**src/rtl/uart_pkg.sv**
```systemverilog
// Constants shared by the UART TX and future RX blocks: FSM state encodings,
// frame layout and the clocks-per-bit derivation.
package uart_pkg;

   localparam logic [2:0] ST_IDLE  = 3'd0;
   localparam logic [2:0] ST_REQ   = 3'd1;
   localparam logic [2:0] ST_LOAD  = 3'd2;
   localparam logic [2:0] ST_START = 3'd3;
   localparam logic [2:0] ST_DATA  = 3'd4;
   localparam logic [2:0] ST_STOP  = 3'd5;

   localparam int DATA_BITS  = 8;
   localparam int START_BITS = 1;
   localparam int STOP_BITS  = 1;
   localparam int FRAME_BITS = START_BITS + DATA_BITS + STOP_BITS;

   // Integer division: every bit lasts exactly this many clocks.
   function automatic int baud_div(input int clk_freq, input int baud);
      return clk_freq / baud;
   endfunction

endpackage

```
**src/rtl/uart_baud_cnt.sv**
```systemverilog
// Bit-period counter: counts 0..DIV-1 while enabled, flags the last clock of
// each bit period.
module uart_baud_cnt #(
   parameter int DIV = 434
) (
   input  logic clk,
   input  logic rst_n,
   input  logic clear,
   input  logic en,
   output logic bit_done
);

   localparam int CW = (DIV > 1) ? $clog2(DIV) : 1;
   localparam logic [CW-1:0] LAST = CW'(DIV - 1);

   logic [CW-1:0] r_cnt;

   assign bit_done = en && (r_cnt == LAST);

   always_ff @(posedge clk or negedge rst_n) begin
      if (!rst_n) begin
         r_cnt <= '0;
      end else if (clear) begin
         r_cnt <= '0;
      end else if (en) begin
         r_cnt <= (r_cnt == LAST) ? '0 : r_cnt + CW'(1);
      end
   end

endmodule

```
**src/rtl/fifo_uart_tx.sv**
```systemverilog
// Pops bytes from a non-showahead FIFO and sends each as an 8N1 frame,
// LSB first, on the UART TX pin; counts completed bytes.
module fifo_uart_tx
   import uart_pkg::*;
#(
   parameter int CLK_FREQ = 50_000_000,
   parameter int BAUD     = 115200
) (
   input  logic        clk,
   input  logic        rst_n,
   input  logic        rdempty,
   input  logic [7:0]  q,
   output logic        rdreq,
   output logic        txd,
   output logic        busy,
   output logic [15:0] tx_count
);

   localparam int BAUD_DIV = baud_div(CLK_FREQ, BAUD);
   localparam int IDX_W    = $clog2(DATA_BITS);
   localparam logic [IDX_W-1:0] LAST_IDX = IDX_W'(DATA_BITS - 1);

   logic [2:0]       r_state;
   logic [2:0]       w_state_next;
   logic [7:0]       r_shift;
   logic [IDX_W-1:0] r_bit_idx;
   logic             r_txd;
   logic             r_rdreq;
   logic [15:0]      r_tx_count;
   logic             w_bit_done;
   logic             w_cnt_clear;
   logic             w_cnt_en;

   assign rdreq    = r_rdreq;
   assign txd      = r_txd;
   assign busy     = (r_state != ST_IDLE);
   assign tx_count = r_tx_count;

   // Bit timing restarts on every state change.
   assign w_cnt_clear = (w_state_next != r_state);
   assign w_cnt_en    = (r_state == ST_START) || (r_state == ST_DATA) ||
                        (r_state == ST_STOP);

   uart_baud_cnt #(
      .DIV(BAUD_DIV)
   ) u_baud_cnt (
      .clk      (clk),
      .rst_n    (rst_n),
      .clear    (w_cnt_clear),
      .en       (w_cnt_en),
      .bit_done (w_bit_done)
   );

   always_comb begin
      w_state_next = r_state;
      case (r_state)
         ST_IDLE:  if (!rdempty) w_state_next = ST_REQ;
         ST_REQ:   w_state_next = ST_LOAD;
         ST_LOAD:  w_state_next = ST_START;
         ST_START: if (w_bit_done) w_state_next = ST_DATA;
         ST_DATA:  if (w_bit_done && (r_bit_idx == LAST_IDX)) w_state_next = ST_STOP;
         ST_STOP:  if (w_bit_done) w_state_next = rdempty ? ST_IDLE : ST_REQ;
         default:  w_state_next = ST_IDLE;
      endcase
   end

   always_ff @(posedge clk or negedge rst_n) begin
      if (!rst_n) begin
         r_state    <= ST_IDLE;
         r_shift    <= '0;
         r_bit_idx  <= '0;
         r_txd      <= 1'b1;
         r_rdreq    <= 1'b0;
         r_tx_count <= '0;
      end else begin
         r_state <= w_state_next;
         // The pop strobe exists only for the single REQ cycle.
         r_rdreq <= (w_state_next == ST_REQ);
         case (r_state)
            ST_IDLE: r_txd <= 1'b1;
            ST_LOAD: begin
               r_shift   <= q;
               r_txd     <= 1'b0;
               r_bit_idx <= '0;
            end
            ST_START: begin
               if (w_bit_done) begin
                  r_txd     <= r_shift[0];
                  r_bit_idx <= '0;
               end
            end
            ST_DATA: begin
               if (w_bit_done) begin
                  if (r_bit_idx == LAST_IDX) begin
                     r_txd <= 1'b1;
                  end else begin
                     r_shift   <= r_shift >> 1;
                     r_txd     <= r_shift[1];
                     r_bit_idx <= r_bit_idx + IDX_W'(1);
                  end
               end
            end
            ST_STOP: begin
               if (w_bit_done) r_tx_count <= r_tx_count + 16'd1;
            end
            default: ;
         endcase
      end
   end

endmodule
```
**config.mk**
```make
export PLATFORM = sky130hd
export DESIGN_NAME = fifo_uart_tx
export DESIGN_NICKNAME = d
export VERILOG_FILES = /design/src/rtl/uart_pkg.sv /design/src/rtl/uart_baud_cnt.sv /design/src/rtl/fifo_uart_tx.sv
export SDC_FILE = /design/constraint.sdc
export NUM_CORES = 1
export LEC_CHECK = 0
export ABC_CLOCK_PERIOD_IN_PS = 3140
export CORE_AREA = 3 3 68 70
export DETAILED_ROUTE_END_ITERATION = 10
export DIE_AREA = 0 0 71 73
export MAX_ROUTING_LAYER = met4
export PLACE_DENSITY = 0.75
export SLEW_MARGIN = 30
export SYNTH_ARGS = -nofsm -noshare
export SYNTH_HDL_FRONTEND = slang
export SYNTH_HIERARCHICAL = 1
export SYNTH_SLANG_ARGS = --single-unit
```
**constraint.sdc**
```tcl
create_clock -name clk -period 3.14 [get_ports clk]
set_clock_uncertainty 0.1 [all_clocks]
set_input_delay 0.628 -clock clk [delete_from_list [all_inputs] [get_ports clk]]
set_output_delay 0.628 -clock clk [all_outputs]
set_load 0.01 [all_outputs]
```
# Word level (Yosys, flattened, before mapping)
# Cells that the tools add are included.
# op_classes
n_addsub	3
multipliers	0
n_div	0
magnitude_cmp	0
n_eq_ne	12
n_shift	0
muxes	20
n_bitwise	0
reduce_logical	14
# ops
operator	count
9-bit 2-to-1 mux	3
3-bit 2-to-1 mux	7
3-bit case mux with 6 select lines	1
16-bit by 1-bit adder with 16-bit output (second input constant)	1
8-bit 2-to-1 mux	2
8-bit case mux with 2 select lines	1
9-bit by 1-bit adder with 9-bit output (second input constant)	1
3-bit == test (second input constant)	3
9-bit == test (second input constant)	1
3-bit case mux with 3 select lines	1
3-bit by 1-bit == test with 1-bit output (second input constant)	2
3-bit by 2-bit == test with 1-bit output (second input constant)	2
2-bit inequality test (second input constant)	3
3-bit AND reduction	2
3-bit nonzero test	2
1-bit 2-to-1 mux	4
1-bit case mux with 4 select lines	1
4-bit AND reduction	1
2-bit nonzero test	2
4-bit nonzero test	1
3-bit by 1-bit adder with 3-bit output (second input constant)	1
3-bit logical NOT	1
3-bit inequality test	1
1-bit logical AND	2
other kinds (2)	3
# totals
reg_bits	41
latch_bits	0
mem_bits_rw	0
romBits	0
out_inout_bits	19
n_memories	0

# Logic depth before layout (Yosys ltp)
# logic_depth
word_depth	9
depth_mapped	11
depth_no_buf	10

# Hierarchy
# The synthesis kept the hierarchy.
# by_module_without_submodules
module	instances	cells_each	area_each_um2	seq_area_each_um2
fifo_uart_tx	1	153	1652.8	802.0
uart_baud_cnt	1	52	533.0	225.2

# Least setup slack after synthesis
# OpenSTA, ideal clock, no wires.
# synth_timing
kind	flip-flop to flip-flop
from	reg r_state[2]
to	reg u_baud_cnt.r_cnt[6]
setup_time_ps	119
arrival_ps	2035
required_ps	2921
setup_slack_ps	886
path_stages_with_launch	12
n_path_buf	1
period_less_slack_ps	2254
path_cell_list	dfrtp_1 > buf_4 > and2b_2 > nand2_1 > nand2_1 > and3_4 > inv_1 > a22oi_1 > nor2_1 > nor4b_2 > xnor2_1 > nor2_2
# synth_between
elab_chain_len	9
elab_cells_between_ends	18
classes_between	eq/ne: 6; mux: 6; reduce/logical: 6
# synth_rtl
element	line_no	rtl
start, declared	fifo_uart_tx.sv:23	logic [2:0] r_state;
start signal, assigned	fifo_uart_tx.sv:76	r_state <= w_state_next;
3-bit by 2-bit == test with 1-bit output / 3-bit == test (equally long branches)	fifo_uart_tx.sv:41	assign w_cnt_en = (r_state == ST_START) || (r_state == ST_DATA) ||
1-bit logical OR	fifo_uart_tx.sv:41	
1-bit logical OR *	fifo_uart_tx.sv:41	
named net w_cnt_en	fifo_uart_tx.sv:32	logic w_cnt_en;
1-bit logical AND *	uart_baud_cnt.sv:18	assign bit_done = en && (r_cnt == LAST);
named net w_bit_done	fifo_uart_tx.sv:30	logic w_bit_done;
1-bit logical AND	fifo_uart_tx.sv:61	ST_DATA: if (w_bit_done && (r_bit_idx == LAST_IDX)) w_state_next = ST_STOP;
3-bit 2-to-1 mux	fifo_uart_tx.sv:61	
3-bit case mux with 6 select lines *	fifo_uart_tx.sv:56	case (r_state)
3-bit inequality test *	fifo_uart_tx.sv:40	assign w_cnt_clear = (w_state_next != r_state);
named net w_cnt_clear	fifo_uart_tx.sv:31	logic w_cnt_clear;
9-bit 2-to-1 mux / 2-bit nonzero test (equally long branches)	-	
end signal, assigned	uart_baud_cnt.sv:26	r_cnt <= (r_cnt == LAST) ? '0 : r_cnt + CW'(1);
end, declared	uart_baud_cnt.sv:16	logic [CW-1:0] r_cnt;
# Mark *: on every way through the listed nets, which the timed path passes. The rest lies on a longest branch.
# A chain may end at the register's enable or synchronous reset.

# Final worst setup path
# layout_timing
from	reg r_state[2]
to	reg r_tx_count[13] (netlist: tx_count[13])
# layout_between
elab_chain_len	5
elab_cells_between_ends	7
classes_between	eq/ne: 3; reduce/logical: 4
# layout_rtl
element	line_no	rtl
3-bit by 2-bit == test with 1-bit output / 3-bit == test (equally long branches)	fifo_uart_tx.sv:41	
1-bit logical OR	fifo_uart_tx.sv:41	
1-bit logical OR *	fifo_uart_tx.sv:41	
named net w_cnt_en	fifo_uart_tx.sv:32	
1-bit logical AND *	uart_baud_cnt.sv:18	
named net w_bit_done	fifo_uart_tx.sv:30	
2-bit AND reduction (no line) *	-	
end signal, assigned	fifo_uart_tx.sv:104	if (w_bit_done) r_tx_count <= r_tx_count + 16'd1;
end, declared	fifo_uart_tx.sv:29	logic [15:0] r_tx_count;
# Marked as above.

==> metrics.md <==
| Metric | Value |
|---|---|
| Via count | `1566` |
| Vias in the first global route | `1523` |
| Final Hold Viols | `0` |
| H-tree levels | `2` |
| 1st-iter DRT viols | `73` |
| CTS clk-pin slew, worst paths | `approximately 0.080 ns` |
| CP arrival | `2.66 ns` |
| Drc violations | `0` |
| Gpl congestion | `0.877` |
| Final Cell Area | `between 2000 and 3000 um2` |
| Unique masters post-synth | `51` |
| Post-synth ARST share | `100%` |
| Status | `complete, no violations` |
| Total gr overflow | `0` |
| First-pass GRT wire length | `6670 um` |
| Setup Viol. Count Final | `0` |
| Post-synth top flop | `dfrtp_1` |
| Row count | `23` |
| Leakage | `1.13 nW` |
| Post-DP HPWL | `~2600 um` |
| Num CTS Buffers | `5` |
| Synth top cells by count | `dfrtp_1, nor2_1, nand2_1` |
| Ys Warns | `6` |
| Critical Path RT | `about 3.3 ns` |
| Placed Area | `between 2000 and 2500 um2` |
| Synth area leader | `dfrtp_1` |
| Final WL | `3720 um` |
| Unrepaired setup endpoints after global routing | `false` |
| Post-synth EDFFs | `0` |
| PwrDens | `460 nW/um2` |
| Initial antenna violation count | `0` |
| Die ar. | `5180 um2` |
| Synth top area share | `45.8%` |
| Initial Util | `around 54%` |
| N_diodes | `0` |
| Tot GR Track Use | `16.6%` |
| Top cells by area, synth | `dfrtp_1, mux2i_1, xnor2_1, xor2_1, nor2_1` |
| Worst flop-to-flop path startpoint | `r_state[2]` |
| Flop2flop setup slack | `0.60 ns` |
| Final net count | `249` |
| Area grow syn2layout | `17.0%` |
| Hold slack | `0.204 ns` |
| DIE WIDTH | `71 um` |
| # IOs | `30` |
| Final worst path period need | `2.54 ns` |
| Setup crit end kind | `flop` |
| Setup CP Type | `reg -> reg` |
| TritonCTS clock tree | `yes` |
| CP Launch Type | `flop` |
| Average wire per standard cell | `between 10 and 15 um` |
| Worst Path Max Fanout | `11` |
| Synthesized net count | `221` |
| Peak Freq | `0.393 GHz` |
| Cells resized by post-CTS repair | `0` |
| Total power | `about 1.2 mW` |
| Final worst slack | `between 0.5 and 0.6 ns` |
| Cell with the most instances after synthesis | `dfrtp_1` |
| Postcts setup bufs | `0` |
| HP Class | `in -> async` |
| PortBufs | `29` |
| Cells after Synth | `205` |
| Avg Vias per Cell | `5.53` |
| Post-route clock period utilization | `around 80%` |
| Worst Tran Pin Value | `0.608 ns` |
| Mean post-synth cell area | `around 11 um2` |
| Slew Limit Headroom | `between 50% and 60%` |
| VDD IR max | `0.247 mV` |
| Reg2reg end | `tx_count[13]` |
| Clock root buffer | `clkbuf_8` |
| First-pass DRT Iterations | `4` |
| Routed Antenna Nets | `0` |
| Core area | `4030 um2` |
| Total of max-cap violations | `0` |
| Sequential share of the synthesized area | `47.0%` |
| Setup total negative slack | `0 ns` |
| Setup WS pre-CTS | `0.642 ns` |
| Bufs on Longest Clock Path | `2` |
| Mapped Area | `2190 um2` |
| Seq cells post-synth | `41` |
| Layout cells sized above 1 | `13.7%` |
| Clk_lat worst skew | `0.29 ns` |
| Sink Count | `41` |
| Pins over their slew limit | `0` |
| FF-to-FF path depth | `8` |
| Pin count of the biggest net entering global routing | `42` |
| Hold_buf cts | `0` |
| Die Height | `about 73 um` |
## worst max-delay path by stage
stage,end,depth (start not counted),start
2_1_floorplan,u_baud_cnt/r_cnt[6],11,r_state[2]
3_3_place_gp,tx_count[15],8,r_state[2]
3_5_place_dp,tx_count[13],8,r_state[2]
4_1_cts,busy,2,r_state[0]
5_1_grt,u_baud_cnt/r_cnt[6],10,r_state[2]
6_report,tx_count[13],8,r_state[2]
## placed cells by master (no fill, tap or decap), types with 3 or more instances in the layout
master,netlist,final
nor2_2,5,5
nand2b_1,3,3
nand2_1,13,13
mux2i_1,11,11
and3_2,3,3
ha_1,5,5
xor2_1,10,10
dfrtp_1,40,40
clkbuf_8,0,5
nor3_1,6,6
clkdlybuf4s50_1,0,28
nor2_1,18,18
inv_1,8,8
o21ai_1,3,3
xnor2_1,10,10
nand4_1,7,7
nand3_1,4,4
a21oi_1,12,12
## cell type report
class / count / area [um2]
fill: 342 / 1470
multi-input combinational: 148 / 1070
sequential: 41 / 1030
timing repair buffer: 29 / 288
clock buffer: 6 / 72.6
tap: 50 / 62.6
inverter: 8 / 30.0
clock inverter: 1 / 8.76
## worst max-delay path, stage by stage (launching register included)
cell	delay, ns
dfrtp_1	0.50
and2b_2	0.28
nand2_1	0.05
nand2_1	0.16
and3_4	0.26
and4b_1	0.49
nand4_4	0.20
nor3_1	0.26
xor2_1	0.16
## kinds of logic after synthesis
kind of cell	after synthesis	synth area share [%]
multiplexers	13	6.07
AND/OR/NAND/NOR	83	24.7
AO/OA/AOI/OAI	27	7.27
adder cells (fa/ha/maj)	5	2.86
flip-flops	41	47.0
buffers and inverters	16	4.12
XOR/XNOR	20	8.01
## flip-flops by register name (all words and copies together), names as in the netlist
name	flops
r_state	3
u_baud_cnt/r_cnt	9
txd	1
r_shift	8
r_bit_idx	3
rdreq	1
tx_count	16
## metrics by stage
stage | std cells | utilization, %
after global placement | 276 | 61.4
final | 283 | 63.5
after global routing | 283 | 63.5
after CTS | 283 | 63.4
after detailed placement | 276 | 61.4
after floorplan | 205 | -
## per-layer routing
layer,wire (um),track usage [%],up-vias
met4,63,6.26,0
met2,1800,25.7,22
li1,-,-,767
met1,1760,21.1,770
met3,95,4.13,7
met5,0,-,-
## where the power goes
part	internal (mW)	switching, mW
clock network	0.154	0.175
logic	0.0948	0.0865
registers	0.590	0.0769
total	0.839	0.338
No activity file was read; power rests on OpenSTA's default activity.
